[config.mk]
export PLATFORM = sky130hd
export DESIGN_NAME = alu_seq
export DESIGN_NICKNAME = d
export VERILOG_FILES = /design/src/rtl/alu_seq_pkg.sv /design/src/rtl/alu_seq_mul.sv /design/src/rtl/alu_seq.sv
export SDC_FILE = /design/constraint.sdc
export NUM_CORES = 1
export LEC_CHECK = 0
export ABC_AREA = 1
export CORE_AREA = 2 2 51 53
export CTS_BUF_LIST = sky130_fd_sc_hd__clkbuf_8 sky130_fd_sc_hd__clkbuf_16
export CTS_CLUSTER_DIAMETER = 100
export CTS_CLUSTER_SIZE = 10
export DETAILED_ROUTE_END_ITERATION = 8
export DIE_AREA = 0 0 53 55
export PLACE_DENSITY = 0.72
export SYNTH_ARGS = -nofsm -noshare
export SYNTH_HDL_FRONTEND = slang
export SYNTH_SLANG_ARGS = --single-unit
[constraint.sdc]
create_clock -name clk -period 2.04 [get_ports clk]
set_input_delay 0.51 -clock clk [delete_from_list [all_inputs] [get_ports clk]]
set_output_delay 0.51 -clock clk [all_outputs]
set_load 0.02 [all_outputs]
[src/rtl/alu_seq_pkg.sv]
// Shared constants for the sequential ALU: op codes, FSM states, flag bit positions.
package alu_seq_pkg;

  localparam logic [2:0] OP_AND = 3'b000;
  localparam logic [2:0] OP_OR  = 3'b001;
  localparam logic [2:0] OP_ADD = 3'b010;
  localparam logic [2:0] OP_XOR = 3'b011;
  localparam logic [2:0] OP_MUL = 3'b100;
  localparam logic [2:0] OP_SUB = 3'b110;
  localparam logic [2:0] OP_SLT = 3'b111;

  typedef enum logic [1:0] {
    S_IDLE = 2'd0,
    S_BUSY = 2'd1,
    S_DONE = 2'd2
  } state_t;

  localparam int F_Z   = 0;
  localparam int F_N   = 1;
  localparam int F_C   = 2;
  localparam int F_V   = 3;
  localparam int F_ERR = 4;

  localparam int FLAGS_W = 5;

endpackage

[src/rtl/alu_seq_mul.sv]
// Shift-add unsigned multiplier: start captures operands, done pulses exactly
// WIDTH cycles later with the full 2*WIDTH-bit product valid on that cycle.
module alu_seq_mul #(
  parameter int WIDTH = 4
) (
  input  logic               clk,
  input  logic               rst_n,
  input  logic               start,
  input  logic [WIDTH-1:0]   a,
  input  logic [WIDTH-1:0]   b,
  output logic               done,
  output logic [2*WIDTH-1:0] product
);

  localparam int CW = (WIDTH > 1) ? $clog2(WIDTH) : 1;

  logic               busy;
  logic [CW-1:0]      cnt;
  logic [2*WIDTH-1:0] acc;
  logic [2*WIDTH-1:0] mcand;
  logic [WIDTH-1:0]   mplier;
  logic [2*WIDTH-1:0] acc_next;

  // The final iteration's sum is presented directly so the product is ready on the done cycle.
  assign acc_next = mplier[0] ? (acc + mcand) : acc;
  assign done     = busy && (cnt == CW'(WIDTH - 1));
  assign product  = acc_next;

  // Iteration control: one partial product per cycle, stop after WIDTH of them.
  always_ff @(posedge clk) begin
    if (!rst_n) begin
      busy <= 1'b0;
      cnt  <= '0;
    end else if (start) begin
      busy <= 1'b1;
      cnt  <= '0;
    end else if (busy) begin
      cnt <= cnt + CW'(1);
      if (done) busy <= 1'b0;
    end
  end

  // Datapath: accumulate shifted multiplicand for each set multiplier bit.
  always_ff @(posedge clk) begin
    if (start) begin
      acc    <= '0;
      mcand  <= {{WIDTH{1'b0}}, a};
      mplier <= b;
    end else if (busy) begin
      acc    <= acc_next;
      mcand  <= mcand << 1;
      mplier <= mplier >> 1;
    end
  end

endmodule

[src/rtl/alu_seq.sv]
// Handshaked WIDTH-bit ALU with registered result and flags {err,v,c,n,z}.
// Build option: define ALU_SEQ_MUL_EN to implement op 100 (MUL) with the
// multi-cycle shift-add multiplier; otherwise op 100 behaves as reserved.
module alu_seq
  import alu_seq_pkg::*;
#(
  parameter int WIDTH = 4
) (
  input  logic               clk,
  input  logic               rst_n,
  input  logic               in_valid,
  output logic               in_ready,
  input  logic [WIDTH-1:0]   a,
  input  logic [WIDTH-1:0]   b,
  input  logic [2:0]         op,
  output logic               out_valid,
  input  logic               out_ready,
  output logic [WIDTH-1:0]   r,
  output logic [FLAGS_W-1:0] flags
);

  // Single-cycle ALU evaluation; returns {flags, result}.
  function automatic logic [WIDTH+FLAGS_W-1:0] alu_eval(
    input logic [WIDTH-1:0] x,
    input logic [WIDTH-1:0] y,
    input logic [2:0]       code
  );
    logic [WIDTH:0]           sum;
    logic [WIDTH-1:0]         res;
    logic signed [WIDTH-1:0]  sx;
    logic signed [WIDTH-1:0]  sy;
    logic [FLAGS_W-1:0]       f;
    sx  = x;
    sy  = y;
    sum = '0;
    res = '0;
    f   = '0;
    case (code)
      OP_AND: res = x & y;
      OP_OR:  res = x | y;
      OP_XOR: res = x ^ y;
      OP_ADD: begin
        sum      = {1'b0, x} + {1'b0, y};
        res      = sum[WIDTH-1:0];
        f[F_C]   = sum[WIDTH];
        f[F_V]   = (x[WIDTH-1] == y[WIDTH-1]) && (res[WIDTH-1] != x[WIDTH-1]);
      end
      OP_SUB: begin
        // Carry out of a + ~b + 1 is the "no borrow" indication.
        sum      = {1'b0, x} + {1'b0, ~y} + {{WIDTH{1'b0}}, 1'b1};
        res      = sum[WIDTH-1:0];
        f[F_C]   = sum[WIDTH];
        f[F_V]   = (x[WIDTH-1] != y[WIDTH-1]) && (res[WIDTH-1] != x[WIDTH-1]);
      end
      OP_SLT: res = {{(WIDTH-1){1'b0}}, (sx < sy)};
      // Reserved code, and MUL when the multiplier is not built in.
      default: f[F_ERR] = 1'b1;
    endcase
    f[F_Z] = (res == '0);
    f[F_N] = res[WIDTH-1];
    return {f, res};
  endfunction

  state_t                   state_q;
  state_t                   state_d;
  logic [WIDTH-1:0]         r_q;
  logic [FLAGS_W-1:0]       flags_q;
  logic                     accept;
  logic                     is_mul;
  logic                     mul_done;
  logic [WIDTH-1:0]         mul_r;
  logic [FLAGS_W-1:0]       mul_flags;
  logic [WIDTH+FLAGS_W-1:0] alu_out;

  assign accept  = (state_q == S_IDLE) && in_valid;
  assign alu_out = alu_eval(a, b, op);

`ifdef ALU_SEQ_MUL_EN
  logic [2*WIDTH-1:0] product;

  assign is_mul = (op == OP_MUL);

  alu_seq_mul #(.WIDTH(WIDTH)) u_mul (
    .clk     (clk),
    .rst_n   (rst_n),
    .start   (accept && is_mul),
    .a       (a),
    .b       (b),
    .done    (mul_done),
    .product (product)
  );

  // MUL flags: carry marks a product that does not fit in WIDTH bits.
  always_comb begin
    mul_r            = product[WIDTH-1:0];
    mul_flags        = '0;
    mul_flags[F_Z]   = (mul_r == '0);
    mul_flags[F_N]   = mul_r[WIDTH-1];
    mul_flags[F_C]   = |product[2*WIDTH-1:WIDTH];
  end
`else
  assign is_mul    = 1'b0;
  assign mul_done  = 1'b0;
  assign mul_r     = '0;
  assign mul_flags = '0;
`endif

  // State register.
  always_ff @(posedge clk) begin
    if (!rst_n) state_q <= S_IDLE;
    else        state_q <= state_d;
  end

  // Next-state logic: one operation in flight, result held until accepted.
  always_comb begin
    state_d = state_q;
    case (state_q)
      S_IDLE:  if (in_valid) state_d = is_mul ? S_BUSY : S_DONE;
      S_BUSY:  if (mul_done) state_d = S_DONE;
      S_DONE:  if (out_ready) state_d = S_IDLE;
      default: state_d = S_IDLE;
    endcase
  end

  // Result/flags capture; cleared on reset so no stale value survives it.
  always_ff @(posedge clk) begin
    if (!rst_n) begin
      r_q     <= '0;
      flags_q <= '0;
    end else if (accept && !is_mul) begin
      r_q     <= alu_out[WIDTH-1:0];
      flags_q <= alu_out[WIDTH+FLAGS_W-1:WIDTH];
    end else if ((state_q == S_BUSY) && mul_done) begin
      r_q     <= mul_r;
      flags_q <= mul_flags;
    end
  end

  assign in_ready  = (state_q == S_IDLE);
  assign out_valid = (state_q == S_DONE);
  assign r         = r_q;
  assign flags     = flags_q;

endmodule

Yosys cells after proc, flatten, opt, wreduce, memory -nomap -nowiden

Index checks and enable logic that the tools add are counted.

Flip-flop bits (word level): 11
Output and inout bits: 11

Add/sub/neg operators: 3
$lt $le $gt $ge: 1
Eq/ne operators: 13
Mux-type cells: 6
Bitwise logic cells: 5
Reduce and logical (&&, ||, !) cells: 8

Operators with widths:

| cell                  | count |
|---|---|
| $pmux W4 S6           | 1 |
| $add A4 B4 Y5         | 2 |
| $eq A3 B2 Y1 const B  | 2 |
| $eq A3 B3 Y1 const B  | 2 |
| $pmux W2 S3           | 1 |
| $reduce_or A6 Y1      | 1 |
| $add A5 B1 Y5 const B | 1 |
| $and A4 B4 Y4         | 1 |
| $logic_not A4 Y1      | 1 |
| $lt A4 B4 Y1          | 1 |
| $mux W2               | 2 |
| $not A4 Y4            | 1 |
| $or A4 B4 Y4          | 1 |
| $pmux W2 S2           | 1 |
| $xor A4 B4 Y4         | 1 |
| $eq A3 B1 Y1 const B  | 1 |
| $logic_and A1 B1 Y1   | 3 |
| $logic_not A3 Y1      | 1 |
| $ne A1 B1 Y1          | 3 |
| $reduce_and A3 Y1     | 1 |
| $eq A2 B1 Y1 const B  | 1 |
| $eq A2 B2 Y1 const B  | 1 |
| $logic_not A2 Y1      | 1 |
| $ne A2 B1 Y1 const B  | 1 |
| other kinds (4)       | 4 |

Depth between registers and ports, before layout

Gate-level depths: netlist of run 1.

Depth after elaboration: 6
Gate-level depth with buffers: 12

Least setup slack after synthesis of run 1

OpenSTA, ideal clock, no wires.

Kind: input port to flip-flop
Start: input a[0]
End: register flags_q[0], in the netlist flags[0]
Setup time: 0.066 ns
Arrival time: 1.751 ns
Required time: 1.974 ns
Setup slack: 0.223 ns
Stages: 12
Path through: inv_1 > ha_1 > fa_1 > inv_1 > nand3_2 > nand3_1 > nor2_1 > nor2_1 > nand2_1 > nor2_1 > nand2_1 > a21oi_2

Word-level cells in the longest chain between the ends: 4
Elaborated cells between the ends (all ways): 9

Ends and longest elaborated chain:

| what                   | RTL line       | text |
|---|---|---|
| start: declaration     | alu_seq.sv:13  | `input logic [WIDTH-1:0] a,` |
| $add A4 B4 Y5          | alu_seq.sv:50  | `sum = {1'b0, x} + {1'b0, ~y} + {{WIDTH{1'b0}}, 1'b1};` |
| $add A5 B1 Y5          | alu_seq.sv:50  |  |
| $pmux W4 S6 *          | alu_seq.sv:38  | `case (code)` |
| $logic_not A4 Y1 *     | alu_seq.sv:59  | `f[F_Z] = (res == '0);` |
| end signal: assignment | alu_seq.sv:132 | `flags_q <= alu_out[WIDTH+FLAGS_W-1:WIDTH];` |
| end signal: assignment | alu_seq.sv:135 | `flags_q <= mul_flags;` |
| end: declaration       | alu_seq.sv:67  | `logic [FLAGS_W-1:0] flags_q;` |

Every way passes the cells marked *; elsewhere a longest branch is shown, timed or not.
A chain may end at the register's enable or synchronous reset.

Worst setup path after layout of run 1

Ends and elaborated chain as after synthesis.

==> results of run 1 <==
[per-layer routing]
| layer | up-vias | global-route usage |
|---|---|---|
| met3 | 4 | 0.04570 |
| met2 | 23 | 0.3667 |
| met1 | 507 | 0.2468 |
| met5 | - | 0 |
| met4 | 0 | 0.04274 |
| li1 | 577 | - |
[how the worst min path moves through the flow]
stage             start  endpoint  slack [ns]  cells after the start
5_1_grt        flags[3]  flags[3]        0.49                      2
3_5_place_dp   flags[3]  flags[3]        0.47                      2
4_1_cts        flags[3]  flags[3]        0.48                      2
3_3_place_gp   flags[3]  flags[3]        0.46                      2
2_1_floorplan  flags[3]  flags[3]        0.54                      2
6_report       flags[3]  flags[3]        0.47                      2
[metrics by stage]
step	utilization	area (sq um)	cells	setup TNS, ns	total power [mW]
after floorplan	-	1017	155	0	0.3652
after global placement	0.5852	1384	222	-2.141	0.4747
after detailed placement	0.5852	1384	222	-2.514	0.4815
after CTS	0.6243	1476	230	0	0.6905
after global routing	0.6492	1535	230	0	0.7548
final	0.6492	1535	230	0	0.7039
[final cells by class]
cell class | instances | area share
multi-input cells | 114 | 0.4939
inverters | 27 | 0.06765
flip-flops and latches | 9 | 0.1174
well taps | 30 | 0.02445
repair buffers | 46 | 0.2673
clock inverters | 1 | 0.002445
clock buffers | 3 | 0.02689
[sequential cells by signal, summed over array words and instances, names as in the netlist]
signal and flops:
state_q 1, r 3, flags 5
[cells in the mapped netlist]
master	n	area, sq um
nand2_1	33	123.9
inv_1	24	90.09
nor2_1	19	71.32
nand3_1	13	65.06
ha_1	12	150.1
dfxtp_1	9	180.2
a21oi_1	7	35.03
nand4_1	4	25.02
nor2_2	4	25.02
o21ai_0	4	20.02
inv_2	3	11.26
a21oi_2	2	17.52
buf_6	2	22.52
fa_1	2	40.04
nand2_2	2	12.51
nand3b_1	2	15.01
o211ai_1	2	15.01
o21a_1	2	15.01
xor2_1	2	17.52
a21o_1	1	7.510
buf_2	1	5.000
buf_4	1	7.510
clkbuf_8	1	13.76
nand3_2	1	10.01
nor2_4	1	11.26
o211a_1	1	10.01
[where the power goes]
part,switching [mW],internal (mW)
clock network,0.0623,0.130
registers,0.00711,0.190
logic,0.168,0.146
[repair_timing]
item / CTS / global route
endpoints found under the hold margin: 0 / 0
pin swaps: 3 / 7
resized for setup: 14 / 24
endpoints found under the setup margin: 7 / 5
buffers inserted: 4 / 0
[cell families (layout without fill, tap and decap cells)]
family | Yosys count | count (layout) | share of synthesized area
adders and majority gates | 14 | 14 | 0.1870
AOI/OAI and AO/OA | 19 | 19 | 0.1181
buffers and inverters | 32 | 77 | 0.1476
xor gates and xnor gates | 2 | 2 | 0.01722
DFF | 9 | 9 | 0.1771
and+or+nand+nor | 79 | 79 | 0.3530
[critical path: cells and delay by family]
| kind | cells | cell delay (ns) |
|---|---|---|
| fa+ha+maj | 2 | 0.58 |
| xor+xnor | 1 | 0.17 |
| buf+inv | 2 | 0.25 |
| simple gates | 5 | 0.49 |
| compound gates | 1 | 0.11 |
==> results.sh, run 1 <==
export IMPL_nets=230
export IMPL_crit_start="a[0]"
export IMPL_drcViolationCount=0
export IMPL_drtAntennaViolNets=0
export IMPL_cts_made_buffers=3
export IMPL_yosys_warnings=0
export IMPL_hold_slack_ns=0.4726
export IMPL_finalSetupViolCount=0
export IMPL_first_global_vias=971
export IMPL_hold_buffers=0
export IMPL_cp_endpoint="flags[0]"
export IMPL_grt_pass1_wl_um=4271
export IMPL_setup_slack_ns=0.09656
export IMPL_timing_final_crit_share=0.9527
export IMPL_synth_cell_type_count=26
export IMPL_highest_layer="met4"
export IMPL_crit_arrival_ns=2.11
export IMPL_wl_um=2699
export IMPL_start_util=0.4302
export IMPL_rsz0062_at_grt="no"
export IMPL_drt_iter0_drc=9
export IMPL_rows=18
export IMPL_multi_input_comb_area_sq_um=758.2
export IMPL_fillers=220
export IMPL_hold_class="register to register"
export IMPL_max_freq_mhz=514.6
export IMPL_drv_slew=0
export IMPL_netlist_instances=155
export IMPL_drive_above_1_share=0.3100
export IMPL_post_place_ws_ns=-0.5132
export IMPL_final_common_cell="nand2_1"
export IMPL_clkTransAtPathRegs_ns=0.04
export IMPL_core_area_sq_mm=0.002365
export IMPL_die_h_um=55
export IMPL_synthesis_area_sq_mm=0.001017
export IMPL_cts_sinks=9
export IMPL_powerDensity_mw_per_mm2=458.5
export IMPL_period_needed_ns=1.943
export IMPL_insertedDiodeCount=0
export IMPL_dr_pass1_iters=4
export IMPL_critical_path_max_stage_delay_ns=0.39
export IMPL_worst_pin_slew_ns=0.3016
export IMPL_cp_cell_sequence="clkdlybuf4s15_1 > ha_2 > inv_1 > fa_1 > xor2_1 > nor2_1 > nor2_1 > nand3_1 > nor2_1 > nand2_1 > a21oi_2"
export IMPL_maxCapViolations=0
export IMPL_cts_tree="done"
export IMPL_dieArea_sq_mm=0.002915
export IMPL_io_buffers=25
export IMPL_leakage_nw=0.7979
export IMPL_hold_violations=0
export IMPL_timing_rr_end="flags[1]"
export IMPL_cts_buffer_depth=2
export IMPL_routed_wl_met2_um=1391
export IMPL_final_cell_mix="nand2_1 (30), buf_4 (21), nor2_1 (17), clkdlybuf4s50_1 (17), inv_1 (16)"
export IMPL_met1Wirelength_um=1198
export IMPL_ir_drop_v=0.0005109
export IMPL_required_ns=2.21
export IMPL_ios=26
export IMPL_reg2reg_slack_ns=0.82
export IMPL_fin_skew_ns=0.0007636
export IMPL_register_area_sq_um=180.2
export IMPL_antenna_found_initial=0
export IMPL_grt_start_max_net_pins=12
export IMPL_die_w_um=53
export IMPL_slowest_stage="fa_1"
export IMPL_path_max_fanout=2
export IMPL_clock_latency_ns=0.23
export IMPL_worst_setup_path_start_kind="input pin"
export IMPL_htree_levels=1
export IMPL_gr_total_overflow=0
export IMPL_seq_area_frac_synth=0.1771
export IMPL_areaGrowthSynthToFinish_pct=50.92
export IMPL_hpwl_um=2135
export IMPL_synth_avg_cell_area_sq_um=6.563
export IMPL_critPathKind="input pin to register"
export IMPL_num_vias=1111
export IMPL_slew_headroom=0.7983
export IMPL_wl_per_cell_um=11.73
export IMPL_wl_met3_um=86
export IMPL_routed_via_density=4.830
export IMPL_reg2reg_from="state_q[1]"
export IMPL_ys_seq_elements=9
export IMPL_cts_root_buf="clkbuf_8"
export IMPL_track_usage=0.2029
export IMPL_syn_nets=184
export IMPL_gp_congestion=0.9280
export IMPL_end_kind="register"
export IMPL_worstRegToRegCells=6
export IMPL_status="complete, no violations"
export IMPL_crit_path_frequent_cell="nor2_1"
No activity file was read; power rests on OpenSTA's default activity.
==> inputs of run 2 (changes only) <==
Settings changed: CORE_AREA 2 2 51 53 to 2 2 52 54, DIE_AREA 0 0 53 55 to 0 0 54 56, SETUP_SLACK_MARGIN set to 0.3, SYNTH_HIERARCHICAL set to 1.
Clock period 2.04 ns to 1.67 ns, I/O delays scaled along.
==> run 2 against run 1 <==
  * The run now ends with setup timing left
  * Sequential cell count unchanged
  * Sequential share of layout area shrank 1.3 points
  * First-iteration DRC count rose to 3.3 times the previous value
  * Clock skew increased by 0.0029 ns
  * Synthesized area unchanged
  * Global-route usage down 0.30 points
  * Final cell count is 3.9% higher
  * Via count up 5.2%
  * Design area rose by 13%
  * Die area rose by 3.7%
==> results.sh, run 2 <==
export IMPL_cts_root_buf="clkbuf_8"
export IMPL_synthMuxAreaShare=0
export IMPL_powerDensity_mw_per_mm2=536.9
export IMPL_finish_utilization=0.7119
export IMPL_critPathKind="input pin to register"
export IMPL_cts_sinks=9
export IMPL_end_kind="register"
export IMPL_worst_setup_path_start_kind="input pin"
export IMPL_post_place_ws_ns=-0.8231
export IMPL_drt_iter0_drc=30
export IMPL_wl_per_cell_um=11.99
export IMPL_antenna_found_initial=0
export IMPL_synth_most_common_cell="nand2_1"
export IMPL_insertedDiodeCount=0
export IMPL_gr_total_overflow=0
export IMPL_synthFlopType="dfxtp_1"
export IMPL_rows=18
export IMPL_gp_congestion=0.8786
export IMPL_seq_area_frac_synth=0.1771
export IMPL_synthSimpleGateAreaFrac=0.3530
export IMPL_grt_start_max_net_pins=12
export IMPL_fin_skew_ns=0.003632
export IMPL_largest_reg_flops=5
export IMPL_ys_seq_elements=9
export IMPL_nets=239
export IMPL_yosys_warnings=6
export IMPL_drive_above_1_share=0.4545
export IMPL_netlist_instances=155
export IMPL_violations="setup timing"
export IMPL_hold_class="register to register"
export IMPL_drv_slew=0
export IMPL_synth_top_area_cell="dfxtp_1"
export IMPL_final_common_cell="nand2_1"
export IMPL_drcViolationCount=0
export IMPL_cts_made_buffers=3
export IMPL_track_usage=0.1999
export IMPL_first_global_vias=1072
export IMPL_synth_top_cell_area_share=0.1771
export IMPL_rsz0062_at_grt="yes"
export IMPL_path_max_fanout=2
export IMPL_fillers=220
export IMPL_dieArea_sq_mm=0.003024
export IMPL_ys_top_cells_by_area="dfxtp_1 (18%), ha_1 (15%), nand2_1 (12%)"
export IMPL_start_util=0.4182
export IMPL_clock_latency_ns=0.23
export IMPL_clkTransAtPathRegs_ns=0.04
export IMPL_leakage_nw=0.8922
export IMPL_num_vias=1169
export IMPL_drtAntennaViolNets=0
export IMPL_status="finished with violations"
export IMPL_finalSetupViolCount=3
export IMPL_crit_arrival_ns=1.90
export IMPL_htree_levels=1
export IMPL_synth_compound_area_frac=0.1181
export IMPL_worst_pin_slew_ns=0.2753
export IMPL_hpwl_um=2237
export IMPL_slew_headroom=0.8164
export IMPL_core_area_sq_mm=0.002432
export IMPL_maxCapViolations=0
export IMPL_setup_slack_ns=-0.05690
export IMPL_final_cell_mix="nand2_1 (28), buf_4 (23), nor2_1 (13)"
export IMPL_wl_um=2865
export IMPL_synthXorXnorAreaFrac=0.01722
export IMPL_die_w_um=54
export IMPL_timing_final_crit_share=1.034
export IMPL_areaGrowthSynthToFinish_pct=70.23
export IMPL_synth_edf_count=0
export IMPL_hold_slack_ns=0.4718
export IMPL_synth_cell_type_count=26
export IMPL_io_buffers=25
export IMPL_synth_top_family_by_area="simple AND/OR/NAND/NOR gates"
export IMPL_required_ns=1.84
export IMPL_synthesis_area_sq_mm=0.001017
export IMPL_die_h_um=56
export IMPL_synthArstFlopShare=0
export IMPL_ir_drop_v=0.0008131
export IMPL_hold_violations=0
export IMPL_grt_pass1_wl_um=4588
export IMPL_cts_tree="done"
export IMPL_dr_pass1_iters=4
export IMPL_max_freq_mhz=579.1
export IMPL_period_needed_ns=1.727
export IMPL_synthTopCellsByCount="nand2_1 (33), inv_1 (24), nor2_1 (19)"
export IMPL_yosys_area_share_adder=0.1870
export IMPL_power_total_uw=929.8
export IMPL_ios=26
export IMPL_cts_buffer_depth=2
export IMPL_synth_avg_cell_area_sq_um=6.563
export IMPL_syn_nets=184
export IMPL_routed_via_density=4.891
-- run 2: repair_timing --
| item | in CTS | in global routing |
|---|---|---|
| hold buffers | 0 | 0 |
| gates resized for setup | 58 | 28 |
| pin swaps | 20 | 13 |
| endpoints found under the setup margin | 19 | 10 |
| setup buffers | 3 | 2 |
-- run 2: path summary, 6_finish.rpt --
kind | start | end | slack (ns) | cells after the start
hold / removal | flags[3] | flags[3] | 0.47 | 2
setup / recovery | a[0] | flags[0] | -0.06 | 13
hold reg to reg | flags[3] | flags[3] | 0.47 | 2
setup reg to reg | state_q[1] | flags[2] | 0.56 | 7
-- run 2: kinds of logic (layout without fill, tap and decap cells) --
logic type | after synthesis | count (layout)
DFF | 9 | 9
xor gates and xnor gates | 2 | 2
buffers and inverters | 32 | 86
AOI/OAI and AO/OA | 19 | 19
adders and majority gates | 14 | 14
and+or+nand+nor | 79 | 79
-- run 2: routing by layer --
layer / vias to the layer above / GRT usage / routed length (um)
met4: 0 / 0.05714 / 24
met2: 28 / 0.3153 / 1531
met5: - / 0 / 0
li1: 597 / - / -
met1: 542 / 0.2521 / 1159
met3: 2 / 0.06989 / 150
-- run 2: worst max-delay path, cell delays in order --
cell and delay (ns):
buf_6 0.07, buf_12 0.11, ha_4 0.12, inv_2 0.04, fa_2 0.53, inv_2 0.04, nand3_2 0.06, nand3_2 0.06
nor2_2 0.11, nand2_1 0.07, nor2_1 0.08, nand2_1 0.07, a21oi_2 0.11
-- run 2: through the flow --
stage           TNS, ns  instances  cell area, sq um
4_1_cts        -0.05987        237              1665
3_3_place_gp     -4.345        230              1546
5_1_grt         -0.3977        239              1732
3_5_place_dp     -4.548        230              1546
6_report       -0.07773        239              1732
2_1_floorplan  -0.03120        155              1107
-- run 2: where the power goes --
| group | internal (mW) | switching, mW |
|---|---|---|
| logic | 0.210 | 0.238 |
| clock network | 0.160 | 0.0821 |
| registers | 0.232 | 0.00798 |
-- run 2: layout make-up --
| cell class | count | area (sq um) | area share |
|---|---|---|---|
| clock buffers | 3 | 41.29 | 0.02384 |
| clock inverters | 1 | 3.754 | 0.002168 |
| inverters | 27 | 131.4 | 0.07587 |
| multi-input cells | 114 | 863.3 | 0.4986 |
| flip-flops and latches | 9 | 180.2 | 0.1040 |
| well taps | 30 | 37.54 | 0.02168 |
| repair buffers | 55 | 474.2 | 0.2738 |
